<file path="src/rtl/data_mem_arbiter.sv">
// data_mem_arbiter: round-robin two-port arbiter and access sequencer in front
// of a single-port data memory (active-low write enable sampled on the falling
// edge, read data registered on the rising edge). Each transaction takes
// IDLE -> ACCESS -> RESP, with a bounds check on the address.
module data_mem_arbiter #(
  parameter int                ADDR_W     = 32,
  parameter int                DATA_W     = 32,
  parameter logic [ADDR_W-1:0] MAX_ADDR   = ADDR_W'('h3E),
  parameter bit                RESET_PRIO = 1'b0
) (
  input  logic              clk,
  input  logic              rst_n,
  input  logic              req_a,
  input  logic              we_a,
  input  logic [ADDR_W-1:0] addr_a,
  input  logic [DATA_W-1:0] wdata_a,
  output logic              ack_a,
  output logic              err_a,
  output logic [DATA_W-1:0] rdata_a,
  input  logic              req_b,
  input  logic              we_b,
  input  logic [ADDR_W-1:0] addr_b,
  input  logic [DATA_W-1:0] wdata_b,
  output logic              ack_b,
  output logic              err_b,
  output logic [DATA_W-1:0] rdata_b,
  output logic              mem_we_n,
  output logic [ADDR_W-1:0] mem_addr,
  output logic [DATA_W-1:0] mem_wdata,
  input  logic [DATA_W-1:0] mem_rdata,
  output logic              busy
);

  typedef enum logic [1:0] {
    IDLE   = 2'd0,
    ACCESS = 2'd1,
    RESP   = 2'd2
  } state_t;

  state_t            r_state;
  state_t            w_state_next;

  // Port encoding for winner / last grant: 0 = A, 1 = B.
  logic              r_last_grant;
  logic              r_winner;
  logic              r_oob;

  logic              r_mem_we_n;
  logic [ADDR_W-1:0] r_mem_addr;
  logic [DATA_W-1:0] r_mem_wdata;
  logic              r_ack_a;
  logic              r_ack_b;
  logic              r_err_a;
  logic              r_err_b;
  logic              r_busy;

  logic              w_grant_valid;
  logic              w_grant_b;
  logic              w_sel_we;
  logic [ADDR_W-1:0] w_sel_addr;
  logic [DATA_W-1:0] w_sel_wdata;
  logic              w_in_range;

  // Next-state logic and round-robin grant decision (grants only from IDLE).
  always_comb begin
    w_state_next  = r_state;
    w_grant_valid = 1'b0;
    w_grant_b     = 1'b0;
    case (r_state)
      IDLE: begin
        if (req_a || req_b) begin
          w_grant_valid = 1'b1;
          // On contention the port that did not win last time goes next.
          w_grant_b     = (req_a && req_b) ? ~r_last_grant : req_b;
          w_state_next  = ACCESS;
        end
      end
      ACCESS:  w_state_next = RESP;
      RESP:    w_state_next = IDLE;
      default: w_state_next = IDLE;
    endcase
  end

  // Request fields of the port being granted, plus its bounds check.
  always_comb begin
    w_sel_we    = w_grant_b ? we_b    : we_a;
    w_sel_addr  = w_grant_b ? addr_b  : addr_a;
    w_sel_wdata = w_grant_b ? wdata_b : wdata_a;
    w_in_range  = (w_sel_addr <= MAX_ADDR);
  end

  // State register and all registered outputs; acks/errs default to a single-cycle pulse.
  always_ff @(posedge clk) begin
    if (!rst_n) begin
      r_state      <= IDLE;
      r_last_grant <= ~RESET_PRIO;
      r_winner     <= 1'b0;
      r_oob        <= 1'b0;
      r_mem_we_n   <= 1'b1;
      r_mem_addr   <= '0;
      r_mem_wdata  <= '0;
      r_ack_a      <= 1'b0;
      r_ack_b      <= 1'b0;
      r_err_a      <= 1'b0;
      r_err_b      <= 1'b0;
      r_busy       <= 1'b0;
    end else begin
      r_state <= w_state_next;
      r_busy  <= (w_state_next != IDLE);
      r_ack_a <= 1'b0;
      r_ack_b <= 1'b0;
      r_err_a <= 1'b0;
      r_err_b <= 1'b0;
      case (r_state)
        IDLE: begin
          if (w_grant_valid) begin
            r_winner     <= w_grant_b;
            r_last_grant <= w_grant_b;
            r_oob        <= ~w_in_range;
            if (w_in_range) begin
              // Write enable stays low across the whole ACCESS cycle so the
              // memory sees it at the falling edge.
              r_mem_addr  <= w_sel_addr;
              r_mem_wdata <= w_sel_wdata;
              r_mem_we_n  <= ~w_sel_we;
            end else begin
              // Rejected requests never touch the memory bus.
              r_mem_we_n  <= 1'b1;
            end
          end
        end
        ACCESS: begin
          r_mem_we_n <= 1'b1;
          r_ack_a    <= ~r_winner;
          r_ack_b    <= r_winner;
          r_err_a    <= ~r_winner & r_oob;
          r_err_b    <= r_winner & r_oob;
        end
        default: begin
        end
      endcase
    end
  end

  assign mem_we_n  = r_mem_we_n;
  assign mem_addr  = r_mem_addr;
  assign mem_wdata = r_mem_wdata;
  assign ack_a     = r_ack_a;
  assign ack_b     = r_ack_b;
  assign err_a     = r_err_a;
  assign err_b     = r_err_b;
  assign busy      = r_busy;

  // Read data is only presented to a port during its own error-free ack.
  assign rdata_a = (r_ack_a && !r_err_a) ? mem_rdata : '0;
  assign rdata_b = (r_ack_b && !r_err_b) ? mem_rdata : '0;

endmodule

</file>
<file path="config.mk">
export PLATFORM = sky130hd
export DESIGN_NAME = data_mem_arbiter
export DESIGN_NICKNAME = d
export VERILOG_FILES = /design/src/rtl/data_mem_arbiter.sv
export SDC_FILE = /design/constraint.sdc
export NUM_CORES = 1
export LEC_CHECK = 0
export CAP_MARGIN = 20
export CELL_PAD_IN_SITES_DETAIL_PLACEMENT = 1
export CELL_PAD_IN_SITES_GLOBAL_PLACEMENT = 2
export CORE_ASPECT_RATIO = 0.8
export CORE_MARGIN = 2
export CORE_UTILIZATION = 18
export DETAILED_ROUTE_END_ITERATION = 12
export MAX_ROUTING_LAYER = met4
export PLACE_DENSITY = 0.82
export SYNTH_ARGS = -nofsm -noshare
export SYNTH_HDL_FRONTEND = slang
export SYNTH_SLANG_ARGS = --single-unit
</file>
<file path="constraint.sdc">
create_clock -name clk -period 4.5 [get_ports clk]
set_input_delay 0.675 -clock clk [delete_from_list [all_inputs] [get_ports clk]]
set_output_delay 0.675 -clock clk [all_outputs]
set_load 0.1 [all_outputs]
</file>
Word-level counts from Yosys, hierarchy flattened. Index checks and enable logic that the tools add are counted.

Register bits after elaboration: 75. Bits of input ports: 166. Output and inout port bits: 134. Word-level logic and storage cells: 49.

$lt $le $gt $ge: 1. Eq/ne operators: 2. Multiplexer cells: 15. Bitwise logic cells: 6. Reduce and logical (&&, ||, !) cells: 13.

Operator list (number): $mux 32 (4); $le 32x6->1 const B (1); $mux 1 (8); $reduce_and 2->1 (3); $not 1->1 (4); $pmux 2 s2 (1); $reduce_bool 2->1 (2); $logic_and 1x1->1 (3); $reduce_and 3->1 (1); $and 1x1->1 (2); $eq 2x1->1 const B (1); $logic_not 1->1 (2); $logic_not 2->1 (1); $mux 2 (1); $ne 2x2->1 const B (1); $pmux 1 s2 (1); $logic_or 1x1->1 (1).

Logic depth before layout (Yosys ltp). Gate-level depths: netlist of run 1.

Word-level depth: 9. Depth in mapped cells: 7. Mapped depth without buffers: 5.

Worst setup path before layout of run 1. Ideal clock, no wire load.

Path type: reg-to-output. From: register r_ack_a, in the netlist ack_a. To: output rdata_a[10]. Arrival time: 2.236 ns. Data required time: 3.825 ns. Slack: 1.589 ns. Cell stages (with the launch flop): 4. Path through: dfxtp_1 -> nor2b_1 -> clkbuf_1 -> and2_1.

Cells in the longest elaborated chain, start to end: 2.

Ends and longest elaborated chain: start, declared (line 51) `logic r_ack_a;`; start signal, assigned (line 134) `r_ack_a <= ~r_winner;`; $logic_and 1x1->1 (line 155) `assign rdata_a = (r_ack_a && !r_err_a) ? mem_rdata : '0;`; $mux 32 (line 155); end, declared (line 19) `output logic [DATA_W-1:0] rdata_a,`.

Every way passes these cells.

Worst setup path after layout of run 1.
From: input req_a. To: register r_mem_wdata[30], in the netlist mem_wdata[30].

Cells in the longest elaborated chain, start to end: 7. Elaborated cells on any way between the ends: 11. Those cells by class: order compare: 1; mux: 7; reduce/logical: 3.

Ends and longest elaborated chain: start, declared (line 13) `input logic req_a,`; $logic_and 1x1->1 (line 74) `w_grant_b = (req_a && req_b) ? ~r_last_grant : req_b;`; $mux 1 (line 74); $mux 1 (line 71) `if (req_a || req_b) begin`; $mux 1 (line 69) `case (r_state)`; $mux 32 (line 87) `w_sel_addr = w_grant_b ? addr_b : addr_a;`; $le 32x6->1 (line 89) `w_in_range = (w_sel_addr <= MAX_ADDR);`; $reduce_and 3->1 (no line); end signal, assigned (line 124) `r_mem_wdata <= w_sel_wdata;`; end, declared (line 50) `logic [DATA_W-1:0] r_mem_wdata;`.

Several ways; a longest one is shown, not always the timed one. A chain may end at the register's enable or synchronous reset.

==> results of run 1 <==
synth_stat cells, drive strengths merged:
cell type,count,area [um2]
nor4b,1,15.0
o211ai,1,7.51
o31a,1,8.76
o211a,1,10.0
nor4,13,93.8
inv,1,3.75
clkbuf,20,75.1
a21boi,1,7.51
or3,1,6.26
nor2,5,26.3
mux2,38,428
and3,28,175
buf,9,76.3
o21ai,1,5.00
nor3b,1,7.51
mux2i,39,390
nand2,87,327
and2,66,413
dfxtp,75,1500
nand3,4,25.0
o22ai,1,12.5
or2,2,12.5
nor2b,3,18.8
nand4,2,12.5
o2111a,1,11.3
metal layers:
metal | wire length [um] | global-route usage, % | vias to the layer above | part of all wire (%)
met3 | 1570 | 5.62 | 15 | 11
li1 | - | - | 1918 | -
met1 | 5590 | 13.9 | 1776 | 38
met4 | 200 | 3.56 | 0 | 1.3
met2 | 7460 | 24.9 | 186 | 50
met5 | 0 | - | - | 0
flip-flops by register name, indices dropped and copies added, names as in the netlist:
register / flops
mem_addr: 32
mem_wdata: 32
r_state: 2
ack_a: 1
ack_b: 1
busy: 1
err_a: 1
err_b: 1
mem_we_n: 1
r_last_grant: 1
r_oob: 1
r_winner: 1
cells by family after synthesis:
family	Yosys count
compound gates	7
buf+inv	30
flops	75
mux	77
simple gates	213
critical path, delay by kind of cell:
kind                   cells  cell delay, ns
AOI/OAI and AO/OA          2            0.92
and+or+nand+nor            2            0.36
muxes                      1            0.25
buffers and inverters      2            0.75
power by group:
group / internal (mW) / total (mW) / switching (mW)
Combinational: 0.200 / 0.406 / 0.206
Sequential: 0.670 / 0.675 / 0.00459
Clock: 0.422 / 0.696 / 0.274
placed cells by master (no fill, tap or decap), types with 2 or more instances in the layout:
| cell type | instances |
|---|---|
| nand2_1 | 87 |
| nor4_1 | 11 |
| nand4_1 | 2 |
| nor2b_1 | 3 |
| nor4_2 | 2 |
| clkinv_2 | 2 |
| clkdlybuf4s50_1 | 234 |
| nor2_1 | 4 |
| clkbuf_16 | 9 |
| buf_4 | 68 |
| mux2i_1 | 39 |
| and2_1 | 66 |
| mux2_2 | 38 |
| nand3_1 | 3 |
| dfxtp_1 | 75 |
| and3_1 | 28 |
cell type report:
type	count	area, um2
timing repair buffer	304	2880
sequential	75	1500
clock buffer	9	225
clock inverter	5	56.3
multi-input combinational	297	2020
tap	264	330
inverter	1	3.75
fill	2291	12900
through the flow:
step / instance area (um2) / std cells
after CTS: 7020 / 955
final: 7020 / 955
after global placement: 6730 / 941
after floorplan: 3670 / 402
after global routing: 7020 / 955
after detailed placement: 6730 / 941
final timing paths:
path            startpoint       endpoint  slack, ns  cells after the start
max                  req_a  mem_wdata[30]       1.74                      7
min          mem_wdata[31]  mem_wdata[31]       0.46                      2
max reg2reg     r_state[0]  mem_wdata[30]       2.01                      6
min reg2reg  mem_wdata[31]  mem_wdata[31]       0.46                      2
==> flow_summary.ini, run 1 <==
[clock_network]
cts_inserted_buffers = 9
hold_buffers = 0
cts_setup_buffers = 0
cts_resized = 0
clock-sinks = 75
ctsLongestPathBuffers = 2
cts_root_buf = clkbuf_16
cts_tree = yes
h-tree-depth = 3
clock_latency_ns = 0.34
path_clk_slew_ns = 0.06

[place]
dp_slack_ns = 1.38
dp_hpwl_um = 12000
portBuffers = 299
routabilityCongestion = 0.759

[setup_path]
slowest_delay_ns = 0.63
path_class = input port to flip-flop
cp.arrival_ns = 3.01
critPathCaptureType = flip-flop
crit_path_max_fanout = 38
critPathLaunchType = input port
slowest_stage = o22ai_4
cp_cell_sequence = clkdlybuf4s50_1, nand2_1, nand3_2, o2111a_1, o22ai_4, buf_12, mux2i_1
critPathRequiredTime_ns = 4.75

[timing]
setup_viol = 0
rsz0062_at_grt = no
setup_slack_ns = 1.74
tns_ns = 0
fin_crit_ns = 2.76
hold_violations = 0
final_max_slew_viol_count = 0
max_freq_mhz = 362
worst_pin_slew_ns = 1.03
fin_crit_sh_pct = 61.4
fin_skew_ns = 0.0114
maxSlewHeadroom_pct = 30.9
hold_slack_ns = 0.459

[floorplanning]
dieArea_mm2 = 0.0216
initial_core_util_pct = 18.4
die_w_um = 164
io_pins = 300
die_h_um = 132
coreArea_mm2 = 0.0199
rows = 46

[detailed_routing]
wl_per_cell_um = 15.5
first_pass_iters = 4
route.detailed.drc = 0
drtIter0Drc = 47
viasPerCell = 4.08
ant_nets = 0
vias = 3895
routed_wl_um = 14800

[synth]
syn_inst = 402
muxShareOfSynthArea_pct = 22.3
synth_area_per_cell_um2 = 9.13
syn_nets = 568
ys_seq_area_share_pct = 40.9
synth_top_family_by_area = simple AND/OR/NAND/NOR gates
ys_seq_elements = 75
synth_simple_gate_area_share_pct = 30.9
ys_types = 30
syn_area_mm2 = 0.00367
yosysWarnings = 0
synth_compound_area_share_pct = 1.70
synthXorXnorAreaFrac_pct = 0
synth_fa_ha_area_share_pct = 0

[finish]
fin_util_pct = 35.2
drive_gt1_share_pct = 18.7
n_antenna_cell = 0
synthToLayoutAreaGrowth_pct = 91.2
nets = 854

[job]
drv_cap = 0

[outcome]
status = finished clean

[global_routing]
grt_max_degree = 69
track_usage_pct = 13.9
grt_pass1_wl_um = 22800
antenna_found_initial = 0
gr-total-overflow = 0
first_global_vias = 4247

[power]
p_leak_nw = 3.11
powerDensity_mw_per_mm2 = 253
ir_drop_mv = 0.204
fin_total_pwr_mw = 1.78

[min_path]
hp-class = flip-flop to flip-flop
(Power assumes the default switching activity.)
==> run 2: changes to the inputs <==
Settings changed: CORE_UTILIZATION 18 to 15, PLACE_DENSITY 0.82 to 0.73.
Clock period 4.5 ns to 2.3 ns, I/O delays scaled along.
==> flow_summary.ini, run 2 (synthesized netlist as in run 1, its figures left out) <==
[outcome]
status = finished clean

[timing]
hold_violations = 0
fin_crit_ns = 2.01
rsz0062_at_grt = no
hold_slack_ns = 0.429
setup_viol = 0
max_freq_mhz = 498
setup_slack_ns = 0.293
maxSlewHeadroom_pct = 63.4
fin_skew_ns = 0.00342
final_max_slew_viol_count = 0
fin_crit_sh_pct = 87.3
worst_pin_slew_ns = 0.548

[place]
dp_slack_ns = -0.0996
routabilityCongestion = 0.706
portBuffers = 299
dp_cells = 1001
dp_hpwl_um = 12400

[setup_path]
critPathRequiredTime_ns = 2.53
path_class = input port to flip-flop
cp.arrival_ns = 2.24
critPathLaunchType = input port
slowest_stage = clkdlybuf4s50_1
critPathCaptureType = flip-flop
crit_path_max_fanout = 15
slowest_delay_ns = 0.41
cp_cell_sequence = clkdlybuf4s50_1, nor4_2, nand3_1, nor4b_2, o22ai_4, buf_4, and3_1

[detailed_routing]
first_pass_iters = 4
route.met2.wl_um = 7430
wl_per_cell_um = 14.9
vias = 3912
route.detailed.drc = 0
drtIter0Drc = 56
dr_wl_met3_um = 1650
met1_length_um = 5890
top_layer_used = met4
viasPerCell = 3.85
ant_nets = 0
routed_wl_um = 15100

[global_routing]
track_usage_pct = 11.7
antenna_found_initial = 0
grt_pass1_wl_um = 22300
grt_max_degree = 64
first_global_vias = 4060
gr-total-overflow = 0

[clock_network]
cts_setup_buffers = 0
clock_latency_ns = 0.33
clock-sinks = 75
path_clk_slew_ns = 0.06
cts_resized = 0
cts_tree = yes
h-tree-depth = 3
cts_inserted_buffers = 9
hold_buffers = 0
ctsLongestPathBuffers = 2
cts_root_buf = clkbuf_16

[power]
p_seq_share_pct = 36.2
p_leak_nw = 3.53
internal_power_mw = 2.65
fin_total_pwr_mw = 3.65
powerDensity_mw_per_mm2 = 462
power_frac_comb_pct = 24.2
ir_drop_mv = 0.296
clkPwrFrac_pct = 39.6
swShare_pct = 27.4
p_switching_mw = 0.998

[floorplanning]
io_pins = 300
die_h_um = 144
initial_core_util_pct = 15.2
dieArea_mm2 = 0.0257
rows = 51
die_w_um = 179
coreArea_mm2 = 0.0242

[finish]
drive_gt1_share_pct = 38.8
layout_common_cells = clkdlybuf4s50_1, nand2_1, buf_4
nets = 860
fill_cells = 2733
final_common_cell = clkdlybuf4s50_1
synthToLayoutAreaGrowth_pct = 115
post_layout_nonfiller_instances = 1017
n_antenna_cell = 0

[job]
drv_cap = 0

[min_path]
hp-class = input port to flip-flop
run 2: area by class of cell:
cell class	count	area (um2)	area share (%)
Timing Repair Buffer	310	3590	45.5
Multi-Input combinational cell	297	2100	26.6
Sequential cell	75	1500	19.0
Tap cell	318	398	5.04
Clock buffer	10	239	3.03
Clock inverter	6	63.8	0.808
Inverter	1	3.75	0.0475
run 2: critical path, delay by kind of cell:
| kind | cells | cell delay (ns) |
|---|---|---|
| AOI/OAI and AO/OA | 1 | 0.18 |
| buffers and inverters | 2 | 0.63 |
| and+or+nand+nor | 4 | 1.06 |
run 2: power by group through the flow:
stage	registers [mW]	logic, mW	clock network, mW
finish	1.32	0.883	1.44
global route	1.32	0.941	1.58
floorplan	1.38	0.389	0
detailed placement	1.35	0.894	0
CTS	1.32	0.898	1.52
global placement	1.35	0.892	0
run 2: path summary, 6_finish.rpt:
check / slack [ns] / depth (start not counted) / endpoint / from
min reg2reg: 0.46 / 2 / err_a / r_oob
min: 0.43 / 2 / r_last_grant / rst_n
max reg2reg: 0.37 / 6 / mem_addr[14] / r_state[0]
max: 0.29 / 7 / mem_addr[14] / addr_a[7]
run 2: routing by layer:
metal	GRT usage, %	up-vias
met3	4.81	10
met4	2.95	0
li1	-	1932
met5	-	-
met1	12.3	1782
met2	20.4	188
run 2: stage by stage:
stage	TNS, ns	utilization (%)	cell area (um2)
after CTS	0	32.6	7900
after detailed placement	-2.87	31.4	7590
final	0	32.6	7900
after global placement	-2.01	31.4	7590
after global routing	0	32.6	7900
after floorplan	0	-	3750
